[config.mk]
export PLATFORM = sky130hd
export DESIGN_NAME = otter_int_ctrl_flat
export DESIGN_NICKNAME = d
export VERILOG_FILES = /design/src/rtl/otter_int_ctrl_if.sv /design/src/rtl/otter_int_ctrl.sv /design/src/flat_wrapper.sv
export SDC_FILE = /design/constraint.sdc
export NUM_CORES = 1
export LEC_CHECK = 0
export ABC_AREA = 1
export CORE_ASPECT_RATIO = 1.75
export CORE_UTILIZATION = 34
export DETAILED_ROUTE_END_ITERATION = 8
export GPL_TIMING_DRIVEN = 0
export HOLD_SLACK_MARGIN = 0.12
export PLACE_DENSITY_LB_ADDON = 0.25
export SLEW_MARGIN = 40
export SYNTH_ARGS = -nofsm -noshare
export SYNTH_HDL_FRONTEND = slang
export SYNTH_SLANG_ARGS = --single-unit
[constraint.sdc]
create_clock -name CLK -period 2.4 [get_ports CLK]
set_clock_uncertainty 0.1 [all_clocks]
set_input_delay 0.36 -clock CLK [delete_from_list [all_inputs] [get_ports CLK]]
set_output_delay 0.36 -clock CLK [all_outputs]
set_load 0.01 [all_outputs]
[src/rtl/otter_int_ctrl_if.sv]
// Signal bundle between the OTTER pipeline/CSR unit and the interrupt controller.
// master = pipeline/CSR side, slave = otter_int_ctrl.
interface otter_int_ctrl_if;
  logic        INTR;
  logic        CSR_MIE;
  logic [31:0] CSR_MTVEC;
  logic [31:0] CSR_MEPC;
  logic        EX_VALID;
  logic [31:0] EX_PC;
  logic        EX_IS_MRET;
  logic [31:0] FETCH_PC;
  logic        MEM_BUSY;

  logic        STALL;
  logic        FLUSH;
  logic        INT_TAKEN;
  logic [31:0] INT_PC;
  logic        PC_REDIRECT;
  logic [31:0] PC_TARGET;
  logic        IN_HANDLER;

  modport master (
    output INTR, CSR_MIE, CSR_MTVEC, CSR_MEPC, EX_VALID, EX_PC, EX_IS_MRET, FETCH_PC, MEM_BUSY,
    input  STALL, FLUSH, INT_TAKEN, INT_PC, PC_REDIRECT, PC_TARGET, IN_HANDLER
  );

  modport slave (
    input  INTR, CSR_MIE, CSR_MTVEC, CSR_MEPC, EX_VALID, EX_PC, EX_IS_MRET, FETCH_PC, MEM_BUSY,
    output STALL, FLUSH, INT_TAKEN, INT_PC, PC_REDIRECT, PC_TARGET, IN_HANDLER
  );
endinterface

[src/rtl/otter_int_ctrl.sv]
// OTTER external-interrupt controller: synchronizes INTR, drains the pipeline and issues trap/mret redirects.
// Define OTTER_INT_EDGE_EN for edge-triggered requests; default build is level-triggered.
module otter_int_ctrl #(
  parameter int unsigned DRAIN_CYCLES = 3
) (
  input logic             CLK,
  input logic             RST_N,
  otter_int_ctrl_if.slave bus
);
  typedef enum logic [1:0] {ST_IDLE, ST_WAIT, ST_TRAP, ST_HANDLER} state_t;

  localparam logic [3:0] DRAIN = 4'(DRAIN_CYCLES);

  state_t      state, state_nxt;
  logic        int_meta, int_sync, pending, req;
  logic [3:0]  drain_cnt, drain_nxt;
  logic [31:0] cap_pc, cap_nxt, pc_target_q;
  logic        stall_q, flush_q, taken_q, redirect_q, handler_q;
  logic        ex_mret, mret_hit, trap_nxt;

`ifdef OTTER_INT_EDGE_EN
  logic int_sync_d;

  always_ff @(posedge CLK) begin
    if (!RST_N) int_sync_d <= 1'b0;
    else        int_sync_d <= int_sync;
  end

  assign req = int_sync & ~int_sync_d;
`else
  assign req = int_sync;
`endif

  assign ex_mret  = bus.EX_VALID & bus.EX_IS_MRET;
  // EX is being killed while FLUSH is high, so an mret still sitting there is the same event
  assign mret_hit = ex_mret & (state != ST_TRAP) & ~flush_q;

  always_comb begin
    // NOTE: every always_comb output gets a default first so no path can infer a latch.
    state_nxt = state;
    cap_nxt   = cap_pc;
    if (bus.EX_VALID)            drain_nxt = 4'd0;
    else if (drain_cnt >= DRAIN) drain_nxt = drain_cnt;
    else                         drain_nxt = drain_cnt + 4'd1;

    case (state)
      ST_IDLE: if (pending && bus.CSR_MIE) state_nxt = ST_WAIT;
      ST_WAIT: begin
        if (!bus.CSR_MIE) begin
          state_nxt = ST_IDLE;
        end else if (!ex_mret && !bus.MEM_BUSY) begin
          if (bus.EX_VALID) begin
            state_nxt = ST_TRAP;
            cap_nxt   = bus.EX_PC;
          end else if (drain_nxt == DRAIN) begin
            state_nxt = ST_TRAP;
            cap_nxt   = bus.FETCH_PC;
          end
        end
      end
      ST_TRAP:    state_nxt = ST_HANDLER;
      ST_HANDLER: if (mret_hit) state_nxt = ST_IDLE;
      default:    state_nxt = ST_IDLE;
    endcase
  end

  assign trap_nxt = (state_nxt == ST_TRAP);

  always_ff @(posedge CLK) begin
    // NOTE: sequential state uses non-blocking assignments so all flops update from pre-edge values.
    if (!RST_N) begin
      int_meta    <= 1'b0;
      int_sync    <= 1'b0;
      pending     <= 1'b0;
      state       <= ST_IDLE;
      drain_cnt   <= 4'd0;
      cap_pc      <= 32'h0;
      stall_q     <= 1'b0;
      flush_q     <= 1'b0;
      taken_q     <= 1'b0;
      redirect_q  <= 1'b0;
      handler_q   <= 1'b0;
      pc_target_q <= 32'h0;
    end else begin
      int_meta    <= bus.INTR;
      int_sync    <= int_meta;
      pending     <= (state == ST_TRAP) ? 1'b0 : (pending | req);
      state       <= state_nxt;
      drain_cnt   <= (state == ST_WAIT) ? drain_nxt : 4'd0;
      cap_pc      <= cap_nxt;
      stall_q     <= (state_nxt == ST_WAIT) || trap_nxt;
      flush_q     <= trap_nxt || mret_hit;
      taken_q     <= trap_nxt;
      redirect_q  <= trap_nxt || mret_hit;
      handler_q   <= (state_nxt == ST_HANDLER);
      if (trap_nxt)      pc_target_q <= bus.CSR_MTVEC;
      else if (mret_hit) pc_target_q <= bus.CSR_MEPC;
      else               pc_target_q <= 32'h0;
    end
  end

  assign bus.STALL       = stall_q;
  assign bus.FLUSH       = flush_q;
  assign bus.INT_TAKEN   = taken_q;
  assign bus.PC_REDIRECT = redirect_q;
  assign bus.IN_HANDLER  = handler_q;
  assign bus.PC_TARGET   = pc_target_q;
  assign bus.INT_PC      = (state == ST_TRAP) ? cap_pc : 32'h0;
endmodule

[src/flat_wrapper.sv]
// flat-port wrapper written by rule: the top's interface ports become plain ports
module otter_int_ctrl_flat 
#(
  parameter int unsigned DRAIN_CYCLES = 3
)
  (CLK, RST_N, bus_INTR, bus_CSR_MIE, bus_CSR_MTVEC, bus_CSR_MEPC, bus_EX_VALID, bus_EX_PC, bus_EX_IS_MRET, bus_FETCH_PC, bus_MEM_BUSY, bus_STALL, bus_FLUSH, bus_INT_TAKEN, bus_INT_PC, bus_PC_REDIRECT, bus_PC_TARGET, bus_IN_HANDLER);
  otter_int_ctrl_if bus_i ();
  input logic CLK;
  input logic RST_N;
  input wire logic [$bits(bus_i.INTR)-1:0] bus_INTR;
  input wire logic [$bits(bus_i.CSR_MIE)-1:0] bus_CSR_MIE;
  input wire logic [$bits(bus_i.CSR_MTVEC)-1:0] bus_CSR_MTVEC;
  input wire logic [$bits(bus_i.CSR_MEPC)-1:0] bus_CSR_MEPC;
  input wire logic [$bits(bus_i.EX_VALID)-1:0] bus_EX_VALID;
  input wire logic [$bits(bus_i.EX_PC)-1:0] bus_EX_PC;
  input wire logic [$bits(bus_i.EX_IS_MRET)-1:0] bus_EX_IS_MRET;
  input wire logic [$bits(bus_i.FETCH_PC)-1:0] bus_FETCH_PC;
  input wire logic [$bits(bus_i.MEM_BUSY)-1:0] bus_MEM_BUSY;
  output wire logic [$bits(bus_i.STALL)-1:0] bus_STALL;
  output wire logic [$bits(bus_i.FLUSH)-1:0] bus_FLUSH;
  output wire logic [$bits(bus_i.INT_TAKEN)-1:0] bus_INT_TAKEN;
  output wire logic [$bits(bus_i.INT_PC)-1:0] bus_INT_PC;
  output wire logic [$bits(bus_i.PC_REDIRECT)-1:0] bus_PC_REDIRECT;
  output wire logic [$bits(bus_i.PC_TARGET)-1:0] bus_PC_TARGET;
  output wire logic [$bits(bus_i.IN_HANDLER)-1:0] bus_IN_HANDLER;
  assign bus_i.INTR = bus_INTR;
  assign bus_i.CSR_MIE = bus_CSR_MIE;
  assign bus_i.CSR_MTVEC = bus_CSR_MTVEC;
  assign bus_i.CSR_MEPC = bus_CSR_MEPC;
  assign bus_i.EX_VALID = bus_EX_VALID;
  assign bus_i.EX_PC = bus_EX_PC;
  assign bus_i.EX_IS_MRET = bus_EX_IS_MRET;
  assign bus_i.FETCH_PC = bus_FETCH_PC;
  assign bus_i.MEM_BUSY = bus_MEM_BUSY;
  assign bus_STALL = bus_i.STALL;
  assign bus_FLUSH = bus_i.FLUSH;
  assign bus_INT_TAKEN = bus_i.INT_TAKEN;
  assign bus_INT_PC = bus_i.INT_PC;
  assign bus_PC_REDIRECT = bus_i.PC_REDIRECT;
  assign bus_PC_TARGET = bus_i.PC_TARGET;
  assign bus_IN_HANDLER = bus_i.IN_HANDLER;
  otter_int_ctrl #(.DRAIN_CYCLES(DRAIN_CYCLES)) u_core (.CLK(CLK), .RST_N(RST_N), .bus(bus_i));
endmodule
==> impl_metrics.csv <==
group,metric,value,unit
pwr,leakage,3.02,nW
worst_setup_path,end_kind,"output pin",
global_route,grt_max_degree,20,
cts,insertion_delay,0.33,ns
sta,slew_headroom,0.694,
drt,post_drt_via_cell_ratio,4.48,
layout,drive_above_1_share,0.0650,
worst_setup_path,worstPathRequired,1.94,ns
global_route,use_met3,0.0736,
worst_setup_path,crit_fanout,10,
min_path,hold_path_class,"flop to flop",
worst_setup_path,path_buf_inv,4,
worst_setup_path,crit_slowest_cell,"clkdlybuf4s50_1",
worst_setup_path,crit_path_cell_trace,"inv_1 -> nor2_4 -> inv_2 -> clkbuf_4 -> nor2_1 -> clkdlybuf4s50_1",
synth,yosys_warnings,0,
synth,synth_area_leader_cell,"dfxtp_1",
placement,place_ws,-0.466,ns
worst_setup_path,cpPeakStageDelay,0.55,ns
global_route,grt_pass1_wl,17.0,mm
floorplanning,core_area,9850,µm²
cts,cts_root_buf,"clkbuf_16",
pwr,peakVddDrop,373,µV
synth,syn-num-nets,687,
layout,fin_area,6070,µm²
placement,dpl.hpwl,8.57,mm
status,status,"complete, no violations",
drt,wl,10.9,mm
sta,slew_viol_final,0,
global_route,grt_remaining_overflow,0,
synth,syn_area,3430,µm²
sta,holdWs,0.318,ns
cts,cts_tree,"done",
worst_setup_path,cp.arrival,1.80,ns
sta,setup_viol,0,
sta,hold_violations,0,
cts,htreeDepth,3,
layout,finalNonFillerCells,894,
sta,finalWorstSetupSlack,0.143,ns
pwr,power,3.02,mW
drt,initialDrtViolationCount,147,
job,drv_cap,0,
global_route,track_usage,0.205,
placement,place_congestion,0.800,
cts,cts_buffers,9,
global_route,grtUsageMet2,0.405,
layout,n_antenna_cell,0,
sta,fin_crit_sh,0.941,
synth,synthCells,550,
layout,n_fill_cell,932,
placement,portBuffers,202,
drt,routedWlPerCell,12.2,µm
synth,synth_cell_types,18,
drt,drcViolationCount,0,
layout,area_delta_synth_final,77.0,%
worst_setup_path,worstSetupStartpointType,"flop",
synth,netlist_top_cells_area,"dfxtp_1 45%, nand2_1 27%, nor2_1 12%, o21ai_0 4.8%, inv_1 4.6%",
floorplanning,die_w,77.9,µm
pwr,pwr_density_cell,498,nW/µm²
layout,fin_nets,901,
floorplanning,die-area,10500,µm²
cts,clock_sinks,77,
sta,worst_pin_slew,0.458,ns
cts,clk_pin_slew,0.06,ns
synth,synth_top_area_share,0.450,
sta,min_period,2.26,ns
floorplanning,start_util,0.348,
floorplanning,die_h,135,µm
global_route,grt_util_met1,0.185,
synth,yosysSeqAreaShare,0.450,
worst_setup_path,cp_top_family,"buffers and inverters",
floorplanning,num_rows,48,
cts,postCtsHoldBufs,0,
worst_setup_path,rrSetupSlack,0.17,ns
sta,fmax,443,MHz
placement,dp_cells,877,
layout,finalCoreUtilization,0.616,
global_route,grt_antenna_before_repair,0,
synth,syn_avg_cell_area,6.23,µm²
worst_setup_path,worstSetupPathType,"flop to output pin",
global_route,grt_pass1_vias,3928,
drt,dr.pass1.iters,4,
synth,ys_ff_latch,77,
drt,vias,4007,
drt,antenna_left,0,
cts,ctsLongestPathBuffers,2,
placement,placed_area,5610,µm²
floorplanning,pin_count,204,
global_route,top_usage_layer,"met2",
sta,tns,0,ns
==> cells in the final DEF, fill, tap and decap left out, types with 2 or more instances in the layout <==
master / n
clkbuf_16: 9
inv_1: 38
o21ai_0: 30
dfxtp_1: 75
nor2_2: 4
buf_1: 2
clkbuf_1: 13
nor2_1: 102
buf_2: 6
clkinv_2: 2
dlymetal6s2s_1: 13
nand2_1: 241
dfxtp_2: 2
inv_2: 3
buf_4: 3
nand3_1: 3
nor3_1: 4
buf_6: 3
o21ai_1: 3
clkdlybuf4s50_1: 188
clkbuf_8: 4
clkbuf_4: 2
a21oi_1: 5
==> routing by layer <==
| layer | part of all wire | vias up | routed length (µm) |
|---|---|---|---|
| met5 | 0 | - | 0 |
| met4 | 0.019 | 0 | 209 |
| met3 | 0.087 | 17 | 952 |
| met2 | 0.54 | 157 | 5850 |
| met1 | 0.36 | 1767 | 3880 |
| li1 | - | 2066 | - |
==> state kept, by name, indices dropped and copies added (netlist names) <==
register and flops:
u_core.bus.FLUSH 1, u_core.bus.INT_TAKEN 1, u_core.bus.IN_HANDLER 1, u_core.bus.PC_TARGET 32
u_core.bus.STALL 1, u_core.cap_pc 32, u_core.drain_cnt 4, u_core.int_meta 1
u_core.int_sync 1, u_core.pending 1, u_core.state 2
==> tightest hold or removal path: cells and delay by family, from the launching register on <==
kind	cells	cell delay, ns
flip-flops	1	0.30
AND/OR/NAND/NOR	1	0.05
buffers and inverters	1	0.04
==> kinds of logic after synthesis <==
kind of cell,count (synthesis),synth area share
simple gates,359,0.399
fa+ha+maj,2,0.00730
flops,77,0.450
buf+inv,74,0.0887
compound gates,38,0.0555
==> power breakdown <==
part	total [mW]	internal, mW	switching (mW)
logic	0.395	0.257	0.138
clock network	1.32	0.830	0.488
registers	1.31	1.30	0.00668
total	3.02	2.39	0.632
==> layout make-up <==
cell class | count | area, µm² | area share
Sequential cell | 77 | 1540 | 0.254
Buffer | 30 | 211 | 0.0348
Clock buffer | 12 | 246 | 0.0406
Multi-Input combinational cell | 399 | 1620 | 0.267
Tap cell | 125 | 156 | 0.0258
Clock inverter | 4 | 47.5 | 0.00784
Inverter | 43 | 171 | 0.0282
Timing Repair Buffer | 204 | 2070 | 0.341
==> worst paths after layout <==
check,startpoint,to,depth (start not counted)
worst max-delay path,u_core.state[1],bus_INT_PC[10],6
worst min-delay path,u_core.int_meta,u_core.int_sync,2
worst max register to register,u_core.drain_cnt[0],u_core.bus.PC_TARGET[31],17
worst min register to register,u_core.int_meta,u_core.int_sync,2
==> repair_timing <==
item	CTS	global route
buffers inserted	0	1
endpoints found under the hold margin	0	0
cloned	0	1
setup endpoints to repair	61	60
gates resized for setup	26	43
pin swaps	0	4
==> synth_stat cells, drive strengths merged <==
cell type    n
buf         11
dfxtp       77
ha           2
nor3         4
o21ai       33
clkbuf      20
nand2      243
nand3        4
and3         1
nor2       107
inv         43
a21oi        5
Power figures use the tool's default switching activity.
